`src/rtl/popcount_accum.sv`:
```
// Frame accumulator for 6-bit popcount beats: sums up to NUM_WORDS beats per frame and holds
// the total on a valid/ready output. Define POPCOUNT_ACCUM_SAT_EN for saturating adds (else wrap).
`default_nettype none

module popcount_accum #(
  parameter int NUM_WORDS = 32,
  parameter int ACC_WIDTH = 11,
  parameter int CNT_WIDTH = $clog2(NUM_WORDS + 1)
) (
  input  logic                 clk,
  input  logic                 rst,
  input  logic                 in_valid,
  output logic                 in_ready,
  input  logic [5:0]           in_count,
  input  logic                 in_last,
  output logic                 out_valid,
  input  logic                 out_ready,
  output logic [ACC_WIDTH-1:0] out_sum,
  output logic [CNT_WIDTH-1:0] out_words,
  output logic                 out_sat
);

  typedef enum logic [0:0] {
    ST_ACCUM = 1'b0,
    ST_HOLD  = 1'b1
  } state_t;

  state_t               state_q, state_d;
  logic [ACC_WIDTH-1:0] acc_q, acc_d;
  logic [CNT_WIDTH-1:0] cnt_q, cnt_d;
  logic [ACC_WIDTH-1:0] sum_q, sum_d;
  logic [CNT_WIDTH-1:0] words_q, words_d;

  logic                 w_accept;
  logic                 w_close;
  logic [ACC_WIDTH-1:0] w_sum;
  logic [CNT_WIDTH-1:0] w_cnt_inc;

  // acc_q/cnt_q are already zero while holding, so a beat accepted in HOLD starts a fresh frame
  assign in_ready  = (state_q == ST_ACCUM) | out_ready;
  assign out_valid = (state_q == ST_HOLD);
  assign w_accept  = in_valid & in_ready;
  assign w_close   = in_last | (cnt_q == CNT_WIDTH'(NUM_WORDS - 1));
  assign w_cnt_inc = cnt_q + CNT_WIDTH'(1);

`ifdef POPCOUNT_ACCUM_SAT_EN
  logic                 sat_q, sat_d;
  logic                 osat_q, osat_d;
  logic [ACC_WIDTH:0]   w_wide;
  logic                 w_sat_hit;

  assign w_wide    = {1'b0, acc_q} + (ACC_WIDTH + 1)'(in_count);
  assign w_sat_hit = sat_q | w_wide[ACC_WIDTH];
  assign w_sum     = w_sat_hit ? {ACC_WIDTH{1'b1}} : w_wide[ACC_WIDTH-1:0];
  assign out_sat   = osat_q;
`else
  assign w_sum     = acc_q + ACC_WIDTH'(in_count);
  assign out_sat   = 1'b0;
`endif

  always_comb begin
    state_d = state_q;
    acc_d   = acc_q;
    cnt_d   = cnt_q;
    sum_d   = sum_q;
    words_d = words_q;
`ifdef POPCOUNT_ACCUM_SAT_EN
    sat_d   = sat_q;
    osat_d  = osat_q;
`endif
    if (w_accept) begin
      if (w_close) begin
        sum_d   = w_sum;
        words_d = w_cnt_inc;
        acc_d   = '0;
        cnt_d   = '0;
        state_d = ST_HOLD;
`ifdef POPCOUNT_ACCUM_SAT_EN
        osat_d  = w_sat_hit;
        sat_d   = 1'b0;
`endif
      end else begin
        acc_d   = w_sum;
        cnt_d   = w_cnt_inc;
        state_d = ST_ACCUM;
`ifdef POPCOUNT_ACCUM_SAT_EN
        sat_d   = w_sat_hit;
`endif
      end
    end else if ((state_q == ST_HOLD) && out_ready) begin
      state_d = ST_ACCUM;
    end
  end

  always_ff @(posedge clk) begin
    if (rst) begin
      state_q <= ST_ACCUM;
      acc_q   <= '0;
      cnt_q   <= '0;
      sum_q   <= '0;
      words_q <= '0;
`ifdef POPCOUNT_ACCUM_SAT_EN
      sat_q   <= 1'b0;
      osat_q  <= 1'b0;
`endif
    end else begin
      state_q <= state_d;
      acc_q   <= acc_d;
      cnt_q   <= cnt_d;
      sum_q   <= sum_d;
      words_q <= words_d;
`ifdef POPCOUNT_ACCUM_SAT_EN
      sat_q   <= sat_d;
      osat_q  <= osat_d;
`endif
    end
  end

  assign out_sum   = sum_q;
  assign out_words = words_q;

endmodule

`default_nettype wire

```
`config.mk`:
```
export PLATFORM = sky130hd
export DESIGN_NAME = popcount_accum
export DESIGN_NICKNAME = d
export VERILOG_FILES = /design/src/rtl/popcount_accum.sv
export SDC_FILE = /design/constraint.sdc
export NUM_CORES = 1
export LEC_CHECK = 0
export ABC_AREA = 1
export CAP_MARGIN = 0
export CORE_AREA = 2 2 70 72
export DETAILED_ROUTE_END_ITERATION = 12
export DIE_AREA = 0 0 72 74
export PLACE_DENSITY = 0.69
export SKIP_CTS_REPAIR_TIMING = 1
export SLEW_MARGIN = 5
export SYNTH_ARGS = -nofsm -noshare
export SYNTH_HDL_FRONTEND = slang
export SYNTH_SLANG_ARGS = --single-unit
export TNS_END_PERCENT = 100
```
`constraint.sdc`:
```
create_clock -name clk -period 2.12 [get_ports clk]
set_input_delay 0.636 -clock clk [delete_from_list [all_inputs] [get_ports clk]]
set_output_delay 0.636 -clock clk [all_outputs]
set_load 0.01 [all_outputs]
```
==> flow_summary_export.csv, run 1 <==
group,metric,value,unit
sta,fin_crit,2.02,ns
synth,synth.avg_cell_area,6.92,um2
die,start_util,0.399,
final_layout,nNetsFinal,328,
clock_tree,clock_latency,0.28,ns
die,boundaryPins,31,
sta,hold_violations,0,
synth,async_flop_share,0,
synth,synth_cell_types,27,
synth,synth.most_common_cell,"nand2_1",
worst_setup_path,worstSetupStartpointType,"primary input",
worst_setup_path,crit_start,"in_count[1]",
route,num_vias,1708,
hold_path,hp-class,"reg2reg",
hold_path,hold_depth,2,
die,die_w,72,um
route,wl_per_cell,10.9,um
synth,netlist_instances,265,
power,vdd_ir_drop_max,0.000488,V
synth,synth_edf_count,0,
worst_setup_path,cp.arrival,2.19,ns
route,drtIter0Drc,52,
worst_setup_path,path_class,"in2reg",
sta,hold_ws,0.473,ns
synth,ys_seq_area_frac,0.382,
sta,setup-tns-final,0,ns
placed_design,port_buffers,29,
synth,ys.warnings.count,0,
worst_setup_path,r2r_slack,0.49,ns
die,fp.dieH,74,um
route,drt_first_pass_iters,4,
synth,synth_top_area_cell,"dfxtp_1",
clock_tree,cts_tree,"yes",
synth,synthesis.nets,284,
final_layout,n_antenna_cell,0,
grt,antenna_found_initial,0,
synth,ys_ff_latch,35,
clock_tree,clk_path_buf_depth,2,
clock_tree,root_buffer,"clkbuf_8",
final_layout,area_growth,30.5,%
route,ant_nets,0,
worst_setup_path,critPathMaxFanout,3,
placed_design,hpwl,3000,um
sta,setup_viol,0,
grt,grt_usage,0.165,
grt,overflow,0,
clock_tree,htreeDepth,2,
synth,synthFlopType,"dfxtp_1",
synth,synth_area_leaders,"dfxtp_1 38%, nand2_1 16%, nor2_1 8.0%",
final_layout,drive_gt1_frac,0.148,
grt,grt_max_degree,14,
synth,netlist_top_cells_count,"77 x nand2_1, 39 x nor2_1, 35 x dfxtp_1, 25 x inv_1, 21 x a21oi_1",
die,dieArea,5330,um2
worst_setup_path,reg2reg_depth,11,
flow_run,maxCapViolations,0,
grt,grt_pass1_wl,6860,um
sta,fin_skew,0.0103,ns
synth,synth_top_area_frac,0.382,
power,power_density,602,nW/um2
worst_setup_path,crit_end,"out_sum[8]",
clock_tree,numCtsBuffers,5,
worst_setup_path,worstReg2RegStart,"acc_q[0]",
final_layout,postLayoutCellArea,2390,um2
power,p_leak,1.09,nW
grt,grt_pass1_vias,1594,
die,rows,25,
clock_tree,cts.sinks,35,
route,avgViaCountPerCell,4.69,
placed_design,dpl_cell_area,2260,um2
synth,synth_area,1830,um2
route,route.detailed.drc,0,
placed_design,place_congestion,0.848,
outcome,outcome,"completed",
die,core_area,4600,um2
sta,rsz0062_at_grt,"true",
worst_setup_path,worstReg2RegEnd,"out_sum[8]",
worst_setup_path,required,2.29,ns
route,totalWireLength,3980,um
sta,slew_viol_final,0,
sta,fmax,496,MHz
power,p_total,0.00144,W
sta,period_share,0.951,
worst_setup_path,cp-end-kind,"register",
clock_tree,clk_pin_slew,0.07,ns
-- registers in the layout, summed over array words and instances, names as in the netlist --
signal and count:
acc_q 11, cnt_q 6, out_sum 11, out_valid 1
out_words 6
-- area by class of cell --
class                           count  area [um2]
Clock buffer                        6        72.6
Sequential cell                    35         701
Timing Repair Buffer               46         435
Clock inverter                      2        12.5
Inverter                           26        97.6
Multi-Input combinational cell    195        1010
Fill cell                         444        2200
Tap cell                           54        67.6
-- how the worst min path moves through the flow --
stage,startpoint,to,slack [ns]
after floorplan,acc_q[0],acc_q[0],0.45
after global routing,acc_q[2],acc_q[2],0.50
after detailed placement,out_sum[2],out_sum[2],0.46
after global placement,acc_q[5],acc_q[5],0.46
after CTS,out_sum[2],out_sum[2],0.47
final,acc_q[2],acc_q[2],0.47
-- power by group --
part	switching, W	internal, W
clock network	0.000234	0.000229
logic	0.000139	0.000134
registers	0.0000166	0.000688
total	0.000389	0.00105
-- cells in the final DEF (no fill, tap or decap), types with 3 or more instances in the layout --
cell type        count
nand2_1             75
nor2_1              39
dfxtp_1             35
clkdlybuf4s50_1     27
inv_1               24
a21oi_1             18
buf_4               16
nand3_1             15
o21ai_0             11
xor2_1               6
nand2_2              5
ha_1                 5
clkbuf_8             5
a21oi_2              3
-- routing by layer --
metal	part of all wire	global-route usage	up-vias
li1	-	-	919
met1	0.47	0.204	755
met2	0.47	0.285	29
met3	0.048	0.0447	5
met4	0.012	0.0440	0
met5	0	0	-
-- worst max-delay path, stage by stage --
cell	delay, ns
clkdlybuf4s50_1	0.47
inv_1	0.07
fa_2	0.44
o21bai_4	0.18
nand2_2	0.07
nand2_1	0.06
nand2_1	0.06
nand2_1	0.07
nand2_1	0.04
nand2_1	0.05
inv_1	0.04
-- stage by stage --
step	instances	util	setup WS, ns
2_1_floorplan	265	-	0.158
3_3_place_gp	356	0.492	-0.424
3_5_place_dp	356	0.492	-0.446
4_1_cts	364	0.511	-0.262
5_1_grt	364	0.521	-0.00925
6_report	364	0.521	0.104
-- logic make-up (layout without fill, tap and decap cells) --
logic type | count (synthesis) | after routing | share of synthesized area
DFF | 35 | 35 | 0.382
and+or+nand+nor | 144 | 144 | 0.331
adders and majority gates | 8 | 8 | 0.0587
other | 1 | 1 | 0.00204
xor gates and xnor gates | 7 | 7 | 0.0334
buffers and inverters | 35 | 80 | 0.0907
AOI/OAI and AO/OA | 35 | 35 | 0.102
(Power assumes the default switching activity.)
==> run 2: changes to the inputs <==
- ABC_AREA: 1 -> unset
- CORE_AREA: 2 2 70 72 -> 2 2 68 70
- DIE_AREA: 0 0 72 74 -> 0 0 70 72
- PLACE_DENSITY: 0.69 -> 0.71
==> run 2 against run 1 <==
Setup slack worse by 0.055 ns. First-iteration DRC count grew 25%. Utilization rose by 6.6 points. Final cell count down 13%. Cell area grew 4.5%. Sequential power about the same. Global-route usage about the same. Sequential share of layout area down 1.2 points. Highest routed layer unchanged.
==> flow_summary_export.csv, run 2 <==
group,metric,value,unit
worst_setup_path,path_class,"in2reg",
worst_setup_path,crit_start,"in_count[0]",
grt,antenna_found_initial,0,
worst_setup_path,critPathSlowestCell,"fa_2",
grt,grt_usage,0.165,
sta,fmax,483,MHz
die,rows,24,
clock_tree,clk_path_buf_depth,2,
placed_design,dpl_cell_area,2300,um2
sta,fin_crit,2.07,ns
grt,grt_pass1_wl,6670,um
route,drt_first_pass_iters,4,
die,boundaryPins,31,
synth,ys_seq_area_frac,0.398,
placed_design,placed_cells,306,
grt,grt.met1_usage,0.210,
placed_design,hpwl,2930,um
power,power_density,589,nW/um2
power,internal-power,0.00109,W
worst_setup_path,worstSetupStartpointType,"primary input",
synth,synth_area,1760,um2
final_layout,area_growth,42.1,%
clock_tree,clk_pin_slew,0.07,ns
hold_path,worstHoldStart,"acc_q[5]",
sta,hold_violations,0,
hold_path,hp-class,"reg2reg",
synth,netlist_instances,211,
power,p_leak,0.938,nW
clock_tree,clock_latency,0.29,ns
placed_design,port_buffers,29,
worst_setup_path,critPathMaxFanout,3,
clock_tree,numCtsBuffers,5,
grt,busiest_layer,"met2",
final_layout,postLayoutCellArea,2500,um2
route,wl_per_cell,13.2,um
outcome,outcome,"completed",
sta,period_share,0.977,
worst_setup_path,cp-end-kind,"register",
die,die_w,70,um
die,dieArea,5040,um2
synth,synth_top_area_cell,"dfxtp_1",
sta,hold_ws,0.460,ns
worst_setup_path,cp.arrival,2.29,ns
flow_run,maxCapViolations,0,
sta,setup_viol,0,
sta,slew_viol_final,0,
synth,netlist_top_cells_count,"35 x dfxtp_1, 24 x a21oi_1, 23 x nand2_1, 20 x nor2_1, 11 x nand3_1",
clock_tree,cts.sinks,35,
synth,synth_area_leaders,"dfxtp_1 40%, a21oi_1 6.8%, ha_1 5.0%",
final_layout,drive_gt1_frac,0.208,
final_layout,n_antenna_cell,0,
route,num_vias,1656,
power,p_clk_frac,0.333,
die,fp.dieH,72,um
power,power.net_switching,0.000386,W
synth,synth_edf_count,0,
synth,synth_top_area_frac,0.398,
grt,met3_usage,0.0458,
power,seqPwrFrac,0.476,
synth,async_flop_share,0,
sta,rsz0062_at_grt,"true",
synth,synthesis.nets,230,
die,core_area,4260,um2
final_layout,fin_cells,316,
synth,ys.warnings.count,0,
grt,gr-usage-met2,0.273,
synth,synth.avg_cell_area,8.34,um2
route,avgViaCountPerCell,5.24,
grt,grt_max_degree,22,
synth,synth_cell_types,45,
worst_setup_path,required,2.34,ns
route,ant_nets,0,
worst_setup_path,crit_chain,"buf_6 -> ha_4 -> inv_2 -> fa_2 -> nor2b_2 -> o31a_1 -> buf_6 -> o311ai_4 -> or3_1 -> a31oi_1",
route,totalWireLength,4170,um
final_layout,final_cell_mix,"34 x dfxtp_1, 28 x buf_4, 24 x a21oi_1",
final_layout,final_common_cell,"dfxtp_1",
power,vdd_ir_drop_max,0.000383,V
route,drtIter0Drc,65,
clock_tree,cts_tree,"yes",
sta,setup-tns-final,0,ns
synth,synth.most_common_cell,"dfxtp_1",
clock_tree,htreeDepth,2,
placed_design,place_congestion,0.848,
final_layout,nNetsFinal,283,
route,route.detailed.drc,0,
worst_setup_path,crit_path_frequent_cell,"buf_6",
power,pwr-share-comb,0.192,
grt,overflow,0,
clock_tree,root_buffer,"clkbuf_8",
worst_setup_path,worstReg2RegStart,"acc_q[0]",
sta,fin_skew,0.00533,ns
synth,ys_ff_latch,35,
die,start_util,0.413,
synth,synthFlopType,"dfxtp_1",
power,switching_share,0.262,
final_layout,fin_util,0.587,
worst_setup_path,slowest_delay,0.38,ns
grt,grt_pass1_vias,1499,
## run 2: changes by cell type after synthesis, sizes merged, moves of 4 or more
cell,previous run,this run
nand2,80,24
inv,26,4
nor2,42,21
a211oi,2,10
a31oi,0,6
nand3,16,11
clkbuf,3,7
o21ai,11,7
or3,0,4
xnor2,1,5
## run 2: power by group through the flow
stage	Combinational [W]	Sequential (W)	Clock, W
floorplan	0.000130	0.000723	0
global placement	0.000266	0.000715	0
detailed placement	0.000268	0.000715	0
CTS	0.000270	0.000700	0.000505
global route	0.000310	0.000705	0.000534
finish	0.000282	0.000702	0.000491
## run 2: path summary, 6_finish.rpt
| path | slack (ns) | to | depth (start not counted) |
|---|---|---|---|
| setup / recovery | 0.05 | acc_q[10] | 10 |
| setup reg to reg | 0.11 | acc_q[10] | 9 |
| hold reg to reg | 0.46 | acc_q[5] | 2 |
| hold / removal | 0.46 | acc_q[5] | 2 |
## run 2: critical path: cells and delay by family
kind / cells / cell delay (ns)
AND/OR/NAND/NOR: 2 / 0.45
adder cells (fa/ha/maj): 2 / 0.50
AO/OA/AOI/OAI: 3 / 0.45
buffers and inverters: 3 / 0.26
## run 2: layout make-up
| type | count | area, um2 |
|---|---|---|
| fill | 396 | 1760 |
| multi-input combinational | 159 | 1090 |
| sequential | 35 | 702 |
| timing repair buffer | 59 | 546 |
| clock buffer | 6 | 82.6 |
| tap | 52 | 65.1 |
| inverter | 4 | 15.0 |
| clock inverter | 1 | 5.00 |
## run 2: routing by layer
layer	wire [um]	part of all wire	up-vias
li1	-	-	859
met1	2010	0.48	755
met2	1910	0.46	35
met3	203	0.049	7
met4	53	0.013	0
met5	0	0	-
## run 2: metrics by stage
step / worst slack [ns] / power (W)
after detailed placement: -0.690 / 0.000984
final: 0.0486 / 0.00147
after global routing: -0.0461 / 0.00155
after global placement: -0.649 / 0.000981
after floorplan: -0.0372 / 0.000853
after CTS: -0.377 / 0.00148
## run 2: logic make-up after synthesis
kind of cell               count (synthesis)  share of synthesized area
other                                      1                    0.00213
xor gates and xnor gates                  11                     0.0547
AOI/OAI and AO/OA                         61                      0.225
DFF                                       35                      0.398
and+or+nand+nor                           78                      0.215
adders and majority gates                  8                     0.0611
buffers and inverters                     17                     0.0448
